**src/rtl/pc_seq_pkg.sv**
```systemverilog
// rtl/pc_seq_pkg.sv - shared types and constants for the fetch PC sequencer
package pc_seq_pkg;

  typedef enum logic [1:0] {
    BOOT = 2'd0,
    RUN  = 2'd1,
    HALT = 2'd2
  } seq_state_t;

  localparam int PC_INC = 2;

  // Which event moved the PC this cycle; kept for debug probing.
  typedef enum logic [1:0] {
    SRC_NONE   = 2'd0,
    SRC_BRANCH = 2'd1,
    SRC_RET    = 2'd2,
    SRC_JUMP   = 2'd3
  } redirect_src_t;

endpackage

```
**src/rtl/return_addr_stack.sv**
```systemverilog
// rtl/return_addr_stack.sv - circular return address stack, oldest entry lost on overflow
module return_addr_stack #(
  parameter int DEPTH = 4,
  parameter int W     = 16
) (
  input  logic         clk,
  input  logic         reset,
  input  logic         push,
  input  logic         pop,
  input  logic [W-1:0] push_data,
  output logic         empty,
  output logic [W-1:0] top
);

  localparam int IW = (DEPTH > 1) ? $clog2(DEPTH) : 1;
  localparam int CW = $clog2(DEPTH + 1);

  logic [W-1:0]  mem [DEPTH];
  logic [IW-1:0] top_idx;
  logic [CW-1:0] count;

  function automatic logic [IW-1:0] idx_next(input logic [IW-1:0] i);
    return (i == IW'(DEPTH - 1)) ? '0 : i + 1'b1;
  endfunction

  function automatic logic [IW-1:0] idx_prev(input logic [IW-1:0] i);
    return (i == '0) ? IW'(DEPTH - 1) : i - 1'b1;
  endfunction

  assign empty = (count == '0);
  assign top   = mem[top_idx];

  // Pushing onto a full stack advances past the oldest slot; count stays at DEPTH.
  always_ff @(posedge clk) begin
    if (reset) begin
      top_idx <= '0;
      count   <= '0;
    end else if (push) begin
      mem[idx_next(top_idx)] <= push_data;
      top_idx                <= idx_next(top_idx);
      if (count != CW'(DEPTH)) count <= count + 1'b1;
    end else if (pop && !empty) begin
      top_idx <= idx_prev(top_idx);
      count   <= count - 1'b1;
    end
  end

endmodule

```
**src/rtl/pc_sequencer.sv**
```systemverilog
// rtl/pc_sequencer.sv - fetch PC select, IF/ID flush and redirect counter; PC_SEQ_RAS_EN adds a return stack
module pc_sequencer
  import pc_seq_pkg::*;
#(
  parameter int              PC_W         = 16,
  parameter int              OFFSET_W     = 10,
  parameter logic [PC_W-1:0] RESET_VECTOR = '0,
  parameter int              RAS_DEPTH    = 4,
  parameter int              CNT_W        = 16
) (
  input  logic             clk,
  input  logic             reset,
  input  logic             stall,
  input  logic             haltReq,
  input  logic             jumpReq,
  input  logic             isCall,
  input  logic [11:0]      jumpOffset,
  input  logic [PC_W-1:0]  idPc,
  input  logic             retReq,
  input  logic [PC_W-1:0]  retTarget,
  input  logic             branchTaken,
  input  logic [PC_W-1:0]  branchTarget,
  output logic [PC_W-1:0]  pc,
  output logic             fetchValid,
  output logic             flushIF,
  output logic             flushID,
  output logic             halted,
  output logic [CNT_W-1:0] redirectCount
);

  seq_state_t    state, next_state;
  redirect_src_t src;
  logic [PC_W-1:0] next_pc;
  logic [PC_W-1:0] ret_addr;
  logic [PC_W-1:0] jump_target;
  logic            unused_bits;

  assign jump_target = {idPc[PC_W-1:OFFSET_W], jumpOffset[OFFSET_W-1:0]};

`ifdef PC_SEQ_RAS_EN
  logic            ras_push, ras_pop, ras_empty;
  logic [PC_W-1:0] ras_top;

  // Only requests that actually take effect touch the stack.
  assign ras_pop  = (state == RUN) && !branchTaken && retReq;
  assign ras_push = (state == RUN) && !branchTaken && !retReq && jumpReq && isCall;
  assign ret_addr = ras_empty ? retTarget : ras_top;

  return_addr_stack #(
    .DEPTH(RAS_DEPTH),
    .W    (PC_W)
  ) u_ras (
    .clk      (clk),
    .reset    (reset),
    .push     (ras_push),
    .pop      (ras_pop),
    .push_data(idPc + PC_W'(PC_INC)),
    .empty    (ras_empty),
    .top      (ras_top)
  );

  assign unused_bits = ^{jumpOffset[11:OFFSET_W], src};
`else
  assign ret_addr    = retTarget;
  assign unused_bits = ^{jumpOffset[11:OFFSET_W], src, isCall};
`endif

  always_comb begin
    next_state = state;
    next_pc    = pc;
    flushIF    = 1'b0;
    flushID    = 1'b0;
    fetchValid = 1'b0;
    halted     = 1'b0;
    src        = SRC_NONE;
    case (state)
      BOOT: next_state = RUN;
      RUN: begin
        fetchValid = 1'b1;
        if (branchTaken) begin
          next_pc = branchTarget;
          flushIF = 1'b1;
          flushID = 1'b1;
          src     = SRC_BRANCH;
        end else if (retReq) begin
          next_pc = ret_addr;
          flushIF = 1'b1;
          src     = SRC_RET;
        end else if (jumpReq) begin
          next_pc = jump_target;
          flushIF = 1'b1;
          src     = SRC_JUMP;
        end else if (haltReq) begin
          next_state = HALT;
        end else if (!stall) begin
          next_pc = pc + PC_W'(PC_INC);
        end
      end
      HALT: halted = 1'b1;
      default: next_state = BOOT;
    endcase
  end

  always_ff @(posedge clk) begin
    if (reset) begin
      state         <= BOOT;
      pc            <= RESET_VECTOR;
      redirectCount <= '0;
    end else begin
      state <= next_state;
      pc    <= next_pc;
      if (flushIF && (redirectCount != '1)) redirectCount <= redirectCount + 1'b1;
    end
  end

endmodule

```
**config.mk**
```make
export PLATFORM = sky130hd
export DESIGN_NAME = pc_sequencer
export DESIGN_NICKNAME = d
export VERILOG_FILES = /design/src/rtl/pc_seq_pkg.sv /design/src/rtl/return_addr_stack.sv /design/src/rtl/pc_sequencer.sv
export SDC_FILE = /design/constraint.sdc
export NUM_CORES = 1
export LEC_CHECK = 0
export BUFFER_PORTS_ARGS = -buffer_cell sky130_fd_sc_hd__buf_2
export CAP_MARGIN = 10
export CORE_MARGIN = 8
export CORE_UTILIZATION = 43
export CTS_CLUSTER_DIAMETER = 60
export DETAILED_ROUTE_END_ITERATION = 12
export PLACE_DENSITY = 0.77
export REMOVE_ABC_BUFFERS = 1
export SETUP_SLACK_MARGIN = 0.02
export SLEW_MARGIN = 10
export SYNTH_ARGS = -nofsm -noshare
export SYNTH_HDL_FRONTEND = slang
export SYNTH_SLANG_ARGS = --single-unit
```
**constraint.sdc**
```tcl
create_clock -name clk -period 1.85 [get_ports clk]
set_clock_uncertainty 0.15 [all_clocks]
set_input_delay 0.0925 -clock clk [delete_from_list [all_inputs] [get_ports clk]]
set_output_delay 0.0925 -clock clk [all_outputs]
set_load 0.1 [all_outputs]
```
Yosys cells after proc, flatten, opt, wreduce, memory -nomap -nowiden
Cells that the tools add are included.
{ "totals": {"ff_bits": 34, "input_bits": 68, "output_inout_bits": 36, "wordCells": 37} }
{ "op_classes": {"n_addsub": 2, "n_eq_ne": 9, "muxes": 18, "bitwise": 1, "n_reduce_logical": 4} }
{ "op_table": {"columns": ["operator", "count"], "rows": [
  ["$mux W16", 5],
  ["$add A16 B1 Y16 const B", 1],
  ["$add A16 B2 Y16 const B", 1],
  ["$ne A16 B16 Y1 const B", 1],
  ["$mux W1", 8],
  ["$mux W2", 4],
  ["$ne A2 B2 Y1 const B", 4],
  ["$ne A4 B1 Y1 const B", 2],
  ["$pmux W2 S3", 1],
  ["$reduce_and A5 Y1", 1],
  ["$reduce_and A3 Y1", 1],
  ["$eq A2 B1 Y1 const B", 1],
  ["$eq A2 B2 Y1 const B", 1],
  ["$logic_not A2 Y1", 1],
  ["$logic_and A1 B1 Y1", 1],
  ["$not A1 Y1", 1]
]} }

Depth between registers and ports, before layout
Gate-level depths: netlist of run 1.
{ "depth": {"depth_word": 6, "ltp_mapped": 8, "mapped_depth_nobuf": 6} }

Least setup slack after synthesis of run 1
OpenSTA, ideal clock, no wires.
{ "synth_timing": {"path_kind": "register to register", "start": "register pc[5]", "end": "register pc[14]", "setup_time_ns": 0.075, "arrival_time_ns": 2.290, "required_ns": 1.625, "path_slack_ns": -0.665, "path_stages_with_launch": 6, "n_path_buf": 0, "synth_period_minus_slack_ns": 2.515, "path_cell_list": "dfxtp_1 nand3_1 nor2_1 nand4_1 or4_1 a31oi_1"} }
{ "synth_via": {"elab_chain_cells": 6} }
{ "synth_lines": {"columns": ["element", "line", "text"], "rows": [
  ["start, declared", "pc_sequencer.sv:23", "output logic [PC_W-1:0] pc,"],
  ["start signal, assigned", "pc_sequencer.sv:111", "pc <= next_pc;"],
  ["$add A16 B2 Y16", "pc_sequencer.sv:96", "next_pc = pc + PC_W'(PC_INC);"],
  ["$mux W16", "pc_sequencer.sv:95", "end else if (!stall) begin"],
  ["$mux W16", "pc_sequencer.sv:93", "end else if (haltReq) begin"],
  ["$mux W16", "pc_sequencer.sv:89", "end else if (jumpReq) begin"],
  ["$mux W16", "pc_sequencer.sv:85", "end else if (retReq) begin"],
  ["$mux W16", "pc_sequencer.sv:80", "if (branchTaken) begin"]
]} }
Every way passes these cells. The select of a mux whose other input is x is not followed.
A chain may end at the register's enable or synchronous reset.

Worst setup path after layout of run 1
{ "layout_timing": {"start": "register state[0]", "end": "register redirectCount[13]"} }
{ "layout_via": {"elab_chain_cells": 3} }
{ "layout_lines": {"columns": ["element", "line", "text"], "rows": [
  ["start, declared", "pc_sequencer.sv:31", "seq_state_t state, next_state;"],
  ["start signal, assigned", "pc_sequencer.sv:110", "state <= next_state;"],
  ["$eq A2 B1 Y1", "pc_sequencer.sv:76", "case (state)"],
  ["$mux W1", "pc_sequencer.sv:76", null],
  ["$logic_and A1 B1 Y1", "pc_sequencer.sv:112", "if (flushIF && (redirectCount != '1)) redirectCount <= redirectCount + 1'b1;"],
  ["end signal, assigned", "pc_sequencer.sv:112", null],
  ["end, declared", "pc_sequencer.sv:28", "output logic [CNT_W-1:0] redirectCount"]
]} }
Every way passes these cells.

==> reports/metrics.csv, run 1 <==
metric,value,unit
status,completed,
synth_edf_count,0,
dr_wl_met3,479,um
drive_gt1_frac,0.380,
dieArea,7810,um^2
fillers,460,
ys.flop_type,dfxtp_1,
cts-root-buf,clkbuf_8,
start_util,0.444,
dp_hpwl,5430,um
layout.nets,461,
slew_viol_final,0,
cp_max_fo,9,
drc,0,
syn_inst,276,
rsz0062_at_grt,true,
wl_per_cell,15.8,um
leakagePower,1.35,nW
power.density,662,nW/um^2
row_count,26,
crit_required,1.86,ns
ys_async_sr_fraction,0,
clk_path_buf_depth,2,
ir_drop,0.477,mV
crit_arrival,1.73,ns
num_antenna_cells,0,
final_area,3230,um^2
seq_area_frac_synth,0.302,
grt-ovfl-total,0,
numClockSinks,34,
clk_latency,0.29,ns
synth.distinct_cells,46,
core-area,5070,um^2
grt_usage,0.186,
fin_hold_ws,0.0156,ns
fin_setup_tns,0,ns
max_slew.worst_pin.slew,0.500,ns
criticalPathCategory,flip-flop to flip-flop,
routabilityCongestion,0.804,
io_pins,104,
routed_wl,7300,um
grt_pass1_wl,11600,um
syn_area,2250,um^2
antenna_found_initial,0,
vias,2549,
viasPerCell,5.52,
h-tree-depth,2,
synth-seq-cells,34,
finalSetupViolCount,0,
drt-met1-wl,3110,um
fp.dieW,88.4,um
maxCapViolCount,0,
yosys_warnings,0,
grt_max_degree,35,
maxUsedRoutingLayer,met4,
fmax,581,MHz
hold_violations,0,
area_growth_syn_to_layout,43.2,%
min_period,1.72,ns
cts_buffers,5,
worstSetupStartpointType,flip-flop,
finalCritPeriodShare,0.931,
hp-class,primary input to flip-flop,
ant_nets,0,
clkTransAtPathRegs,0.07,ns
cts_tree,built,
grt_pass1_vias,2550,
relSlewSlack,0.669,
first_pass_iters,4,
place_area,3010,um^2
drtIter0Drc,136,
endpoint_kind,flip-flop,
wl_met2,3590,um
avgSynthCellArea,8.16,um^2
die-height,88.4,um
port_buffers,90,
cells in the mapped netlist (2+ instances only):
cell,n,share of area
o21a_1,2,0.0067
nor4_1,4,0.011
or4_1,2,0.0067
a211oi_1,3,0.010
nand4_1,6,0.017
dfxtp_1,34,0.30
nand3_1,11,0.024
o31ai_1,3,0.010
a31oi_1,7,0.019
xnor2_1,17,0.066
a21oi_1,17,0.038
nor2_1,29,0.048
nand2_1,16,0.027
a22oi_1,4,0.013
o41ai_1,3,0.012
a2111oi_4,3,0.037
o21ai_0,11,0.024
a32o_1,2,0.0089
clkbuf_1,10,0.017
a311oi_1,4,0.016
xor2_1,3,0.012
mux2i_1,4,0.018
and4_1,2,0.0078
a221o_1,2,0.0089
a221oi_1,10,0.039
a2111oi_2,2,0.013
buf_4,4,0.013
ha_1,2,0.011
buf_2,4,0.0089
and3_1,4,0.011
inv_1,13,0.022
or3_1,2,0.0056
nor3_1,11,0.024
nand3b_1,4,0.013
nor2b_1,10,0.028
per-stage QoR:
stage | total power, mW | std cells | setup slack (ns) | util
final | 2.14 | 462 | 0.128 | 0.636
after global routing | 2.23 | 462 | -0.0159 | 0.636
after CTS | 2.15 | 461 | 0.0335 | 0.625
after detailed placement | 1.50 | 448 | 0.0407 | 0.593
after global placement | 1.49 | 448 | 0.0864 | 0.593
after floorplan | 1.25 | 258 | -1.74 | -
worst max-delay path: stages (launching register included):
cell and delay (ns):
dfxtp_1 0.35, nor2b_4 0.17, buf_12 0.14, nand4_4 0.18, a2111oi_4 0.39, xnor2_1 0.15
nor2_1 0.06
final cells by class:
cell class / instances / area, um^2 / area share
multi-input cells: 211 / 1480 / 0.460
flip-flops and latches: 34 / 681 / 0.211
clock buffers: 8 / 110 / 0.0341
repair buffers: 126 / 816 / 0.253
well taps: 70 / 87.6 / 0.0271
inverters: 13 / 48.8 / 0.0151
flip-flops by register name, summed over array words and instances (netlist names):
| signal | cells |
|---|---|
| redirectCount | 16 |
| pc | 16 |
| state | 2 |
kinds of logic (layout without fill, tap and decap cells):
family                   after synthesis  after routing  synth area share
buffers and inverters                 31            147            0.0605
XOR/XNOR                              20             20            0.0777
multiplexers                           4              4            0.0178
AND/OR/NAND/NOR                      109            109             0.262
AO/OA/AOI/OAI                         76             76             0.269
adder cells (fa/ha/maj)                2              2            0.0111
flip-flops                            34             34             0.302
final timing paths:
kind                                  start                        endpoint  slack, ns  cells past startpoint
max                   state[0]$_SDFFE_PP0P_  redirectCount[13]$_SDFFE_PP0P_       0.13                      6
min                                 haltReq           state[0]$_SDFFE_PP0P_       0.02                      4
max reg2reg           state[0]$_SDFFE_PP0P_  redirectCount[13]$_SDFFE_PP0P_       0.13                      6
min reg2reg  redirectCount[15]$_SDFFE_PP0P_  redirectCount[15]$_SDFFE_PP0P_       0.35                      2
cell usage in the layout (no fill, tap or decap), types with 3 or more instances in the layout:
cell type      count
nor2_1            29
a211oi_1           3
xnor2_1           17
o41ai_1            3
buf_4             28
a221oi_1          10
a22oi_1            4
a311oi_1           3
nand4_1            6
nor3_1            10
inv_1             13
clkbuf_8           8
a2111oi_4          3
buf_12             6
and3_1             4
dlygate4sd3_1      5
buf_2             87
nor2b_1            9
nand3_1           10
dfxtp_1           34
mux2i_1            4
nand3b_1           4
nor4_2             3
a31oi_1            7
a21oi_1           17
o21ai_0           11
nand2_1           16
xor2_1             3
metal layers:
metal  global-route usage  vias to the layer above
li1                     -                     1255
met1                0.219                     1190
met2                0.318                       92
met3               0.0511                       12
met4               0.0553                        0
met5                    0                        -
power by group:
part	switching (mW)	internal, mW
Clock	0.267	0.376
Combinational	0.474	0.221
Sequential	0.0332	0.767
timing repair:
| action | CTS | global route |
|---|---|---|
| hold buffers | 5 | 0 |
| setup buffers | 0 | 1 |
| endpoints found under the hold margin | 6 | 0 |
| resized for setup | 0 | 9 |
| setup endpoints to repair | 0 | 16 |
Power figures use the tool's default switching activity.
==> inputs of run 2 (changes only) <==
- CELL_PAD_IN_SITES_DETAIL_PLACEMENT: unset -> 0
- CELL_PAD_IN_SITES_GLOBAL_PLACEMENT: unset -> 1
- CORE_UTILIZATION: 43 -> 30
- PLACE_DENSITY: 0.77 -> unset
- PLACE_DENSITY_LB_ADDON: unset -> 0.1
==> reports/metrics.csv, run 2 (synthesis results as in run 1) <==
metric,value,unit,change
fin_hold_ws,0.0107,ns,was 0.0156 ns
viasPerCell,5.10,,was 5.52
start_util,0.311,,was 0.444
antenna_found_initial,0,,unchanged
layout.nets,468,,was 461
finalSetupViolCount,0,,unchanged
min_period,1.76,ns,was 1.72 ns
leakagePower,1.38,nW,was 1.35 nW
globalRoute.busiestLayer,met2,,unchanged
status,completed,,unchanged
crit_required,1.92,ns,was 1.86 ns
max_slew.worst_pin.slew,0.505,ns,was 0.500 ns
clkTransAtPathRegs,0.08,ns,was 0.07 ns
port_buffers,90,,unchanged
clk_latency,0.30,ns,was 0.29 ns
h-tree-depth,2,,unchanged
worst_path_max_delay_cell,dlygate4sd3_1,,was a2111oi_4
dp_hpwl,5950,um,was 5430 um
ir_drop,0.325,mV,was 0.477 mV
fp.dieW,103,um,was 88.4 um
reg2reg_to,redirectCount[1]$_SDFFE_PP0P_,,was redirectCount[13]$_SDFFE_PP0P_
numClockSinks,34,,unchanged
maxCapViolCount,0,,unchanged
use_met3,0.0385,,was 0.0511
path_cells,"dlygate4sd3_1, buf_2, nor2_1, o21ai_4, buf_12, or3_1, o31ai_1",,"was nor2b_4, buf_12, nand4_4, a2111oi_4, xnor2_1, nor2_1"
criticalPathCategory,primary input to flip-flop,,was flip-flop to flip-flop
cts_tree,built,,unchanged
post-cts-setup-buffer-count,0,,unchanged
met1_usage,0.178,,was 0.219
core-area,7250,um^2,was 5070 um^2
drtIter0Drc,101,,was 136
cts_buffers,5,,unchanged
io_pins,104,,unchanged
grt-ovfl-total,0,,unchanged
cts-root-buf,clkbuf_8,,unchanged
die-height,103,um,was 88.4 um
slew_viol_final,0,,unchanged
fmax,569,MHz,was 581 MHz
relSlewSlack,0.666,,was 0.669
vias,2540,,was 2549
first_pass_iters,4,,unchanged
cp_num_buf_inv,3,,was 1
timing.reg2reg.worst_path_depth,5,,was 6
slowest_delay,0.56,ns,was 0.39 ns
grt_usage,0.147,,was 0.186
reg_top3,"pc (16), redirectCount (16), state (2)",,unchanged
grt_pass1_wl,12200,um,was 11600 um
worstSetupStartpointType,primary input,,was flip-flop
crit_family,buffers and inverters,,was simple AND/OR/NAND/NOR gates
final_cell_mix,"buf_2, buf_4, dfxtp_1",,"was buf_2, dfxtp_1, nor2_1"
routed_wl,7700,um,was 7300 um
rsz0062_at_grt,true,,unchanged
final_common_cell,buf_2,,unchanged
use_met2,0.257,,was 0.318
r2r_slack,0.12,ns,was 0.13 ns
dieArea,10500,um^2,was 7810 um^2
grt_max_degree,25,,was 35
endpoint_kind,flip-flop,,unchanged
holdPathStages,4,,unchanged
wl_per_cell,15.5,um,was 15.8 um
grt_pass1_vias,2459,,was 2550
clk_path_buf_depth,2,,unchanged
finalCritPeriodShare,0.950,,was 0.931
regToRegStartpoint,redirectCount[4]$_SDFFE_PP0P_,,was state[0]$_SDFFE_PP0P_
row_count,31,,was 26
routabilityCongestion,0.797,,was 0.804
drive_gt1_frac,0.386,,was 0.380
drc,0,,unchanged
fin_setup_tns,0,ns,unchanged
hp-class,primary input to flip-flop,,unchanged
cp_max_fo,23,,was 9
ant_nets,0,,unchanged
power.density,708,nW/um^2,was 662 nW/um^2
min_from,retTarget[11],,was haltReq
crit_arrival,1.82,ns,was 1.73 ns
area_growth_syn_to_layout,46.5,%,was 43.2%
finalPower,2.34,mW,was 2.14 mW
hold_violations,0,,unchanged
num_antenna_cells,0,,unchanged
hold_end,pc[11]$_SDFFE_PP0P_,,was state[0]$_SDFFE_PP0P_
==> run 2: cell types whose count changed in the layout (fill, tap and decap cells not counted), sizes merged <==
cell / change
buf: +5
bufinv: +2
clkinv: +1
clkbuf: -3
dlygate4sd3: +2
==> run 2: per-layer routing <==
metal	vias to the layer above	routed length [um]
met1	1191	3470
li1	1270	-
met5	-	0
met2	75	3770
met3	4	417
met4	0	36
==> run 2: how the worst max path moves through the flow <==
stage                     slack [ns]  cells after the start                              to                  start
after CTS                       0.03                      6   redirectCount[3]$_SDFFE_PP0P_  state[0]$_SDFFE_PP0P_
after global placement          0.07                      6   redirectCount[3]$_SDFFE_PP0P_  state[0]$_SDFFE_PP0P_
final                           0.09                      7              pc[9]$_SDFFE_PP0P_                haltReq
after detailed placement        0.06                      6   redirectCount[3]$_SDFFE_PP0P_  state[0]$_SDFFE_PP0P_
after floorplan                -1.74                      5              pc[0]$_SDFFE_PP0P_  state[0]$_SDFFE_PP0P_
after global routing           -0.01                      6  redirectCount[14]$_SDFFE_PP0P_  state[0]$_SDFFE_PP0P_
==> run 2: power by group <==
part	internal [mW]	switching (mW)
Sequential	0.767	0.0309
Clock	0.540	0.305
Combinational	0.219	0.477
Total	1.53	0.813
==> run 2: per-stage QoR <==
step	std cells	utilization	setup WS, ns	instance area, um^2
after global routing	498	0.455	-0.0115	3300
after floorplan	258	-	-1.74	2170
after detailed placement	483	0.423	0.0596	3070
after CTS	498	0.452	0.0253	3280
after global placement	483	0.423	0.0667	3070
final	498	0.455	0.0932	3300
==> run 2: cell type report <==
class / count / area (um^2)
clock buffers: 5 / 68.8
flip-flops and latches: 34 / 683
multi-input cells: 211 / 1460
well taps: 99 / 124
repair buffers: 133 / 848
fillers: 786 / 3950
clock inverters: 3 / 68.8
inverters: 13 / 48.8
==> run 2: tightest hold or removal path: cells and delay by family <==
kind            cells  cell delay (ns)
buf+inv             1             0.08
compound gates      3             0.26
==> run 2: what timing repair did <==
action,CTS,global route
pin swaps,0,6
resized for setup,1,7
cloned,0,0
hold buffers,7,0
endpoints found under the hold margin,7,0
endpoints found under the setup margin,1,15
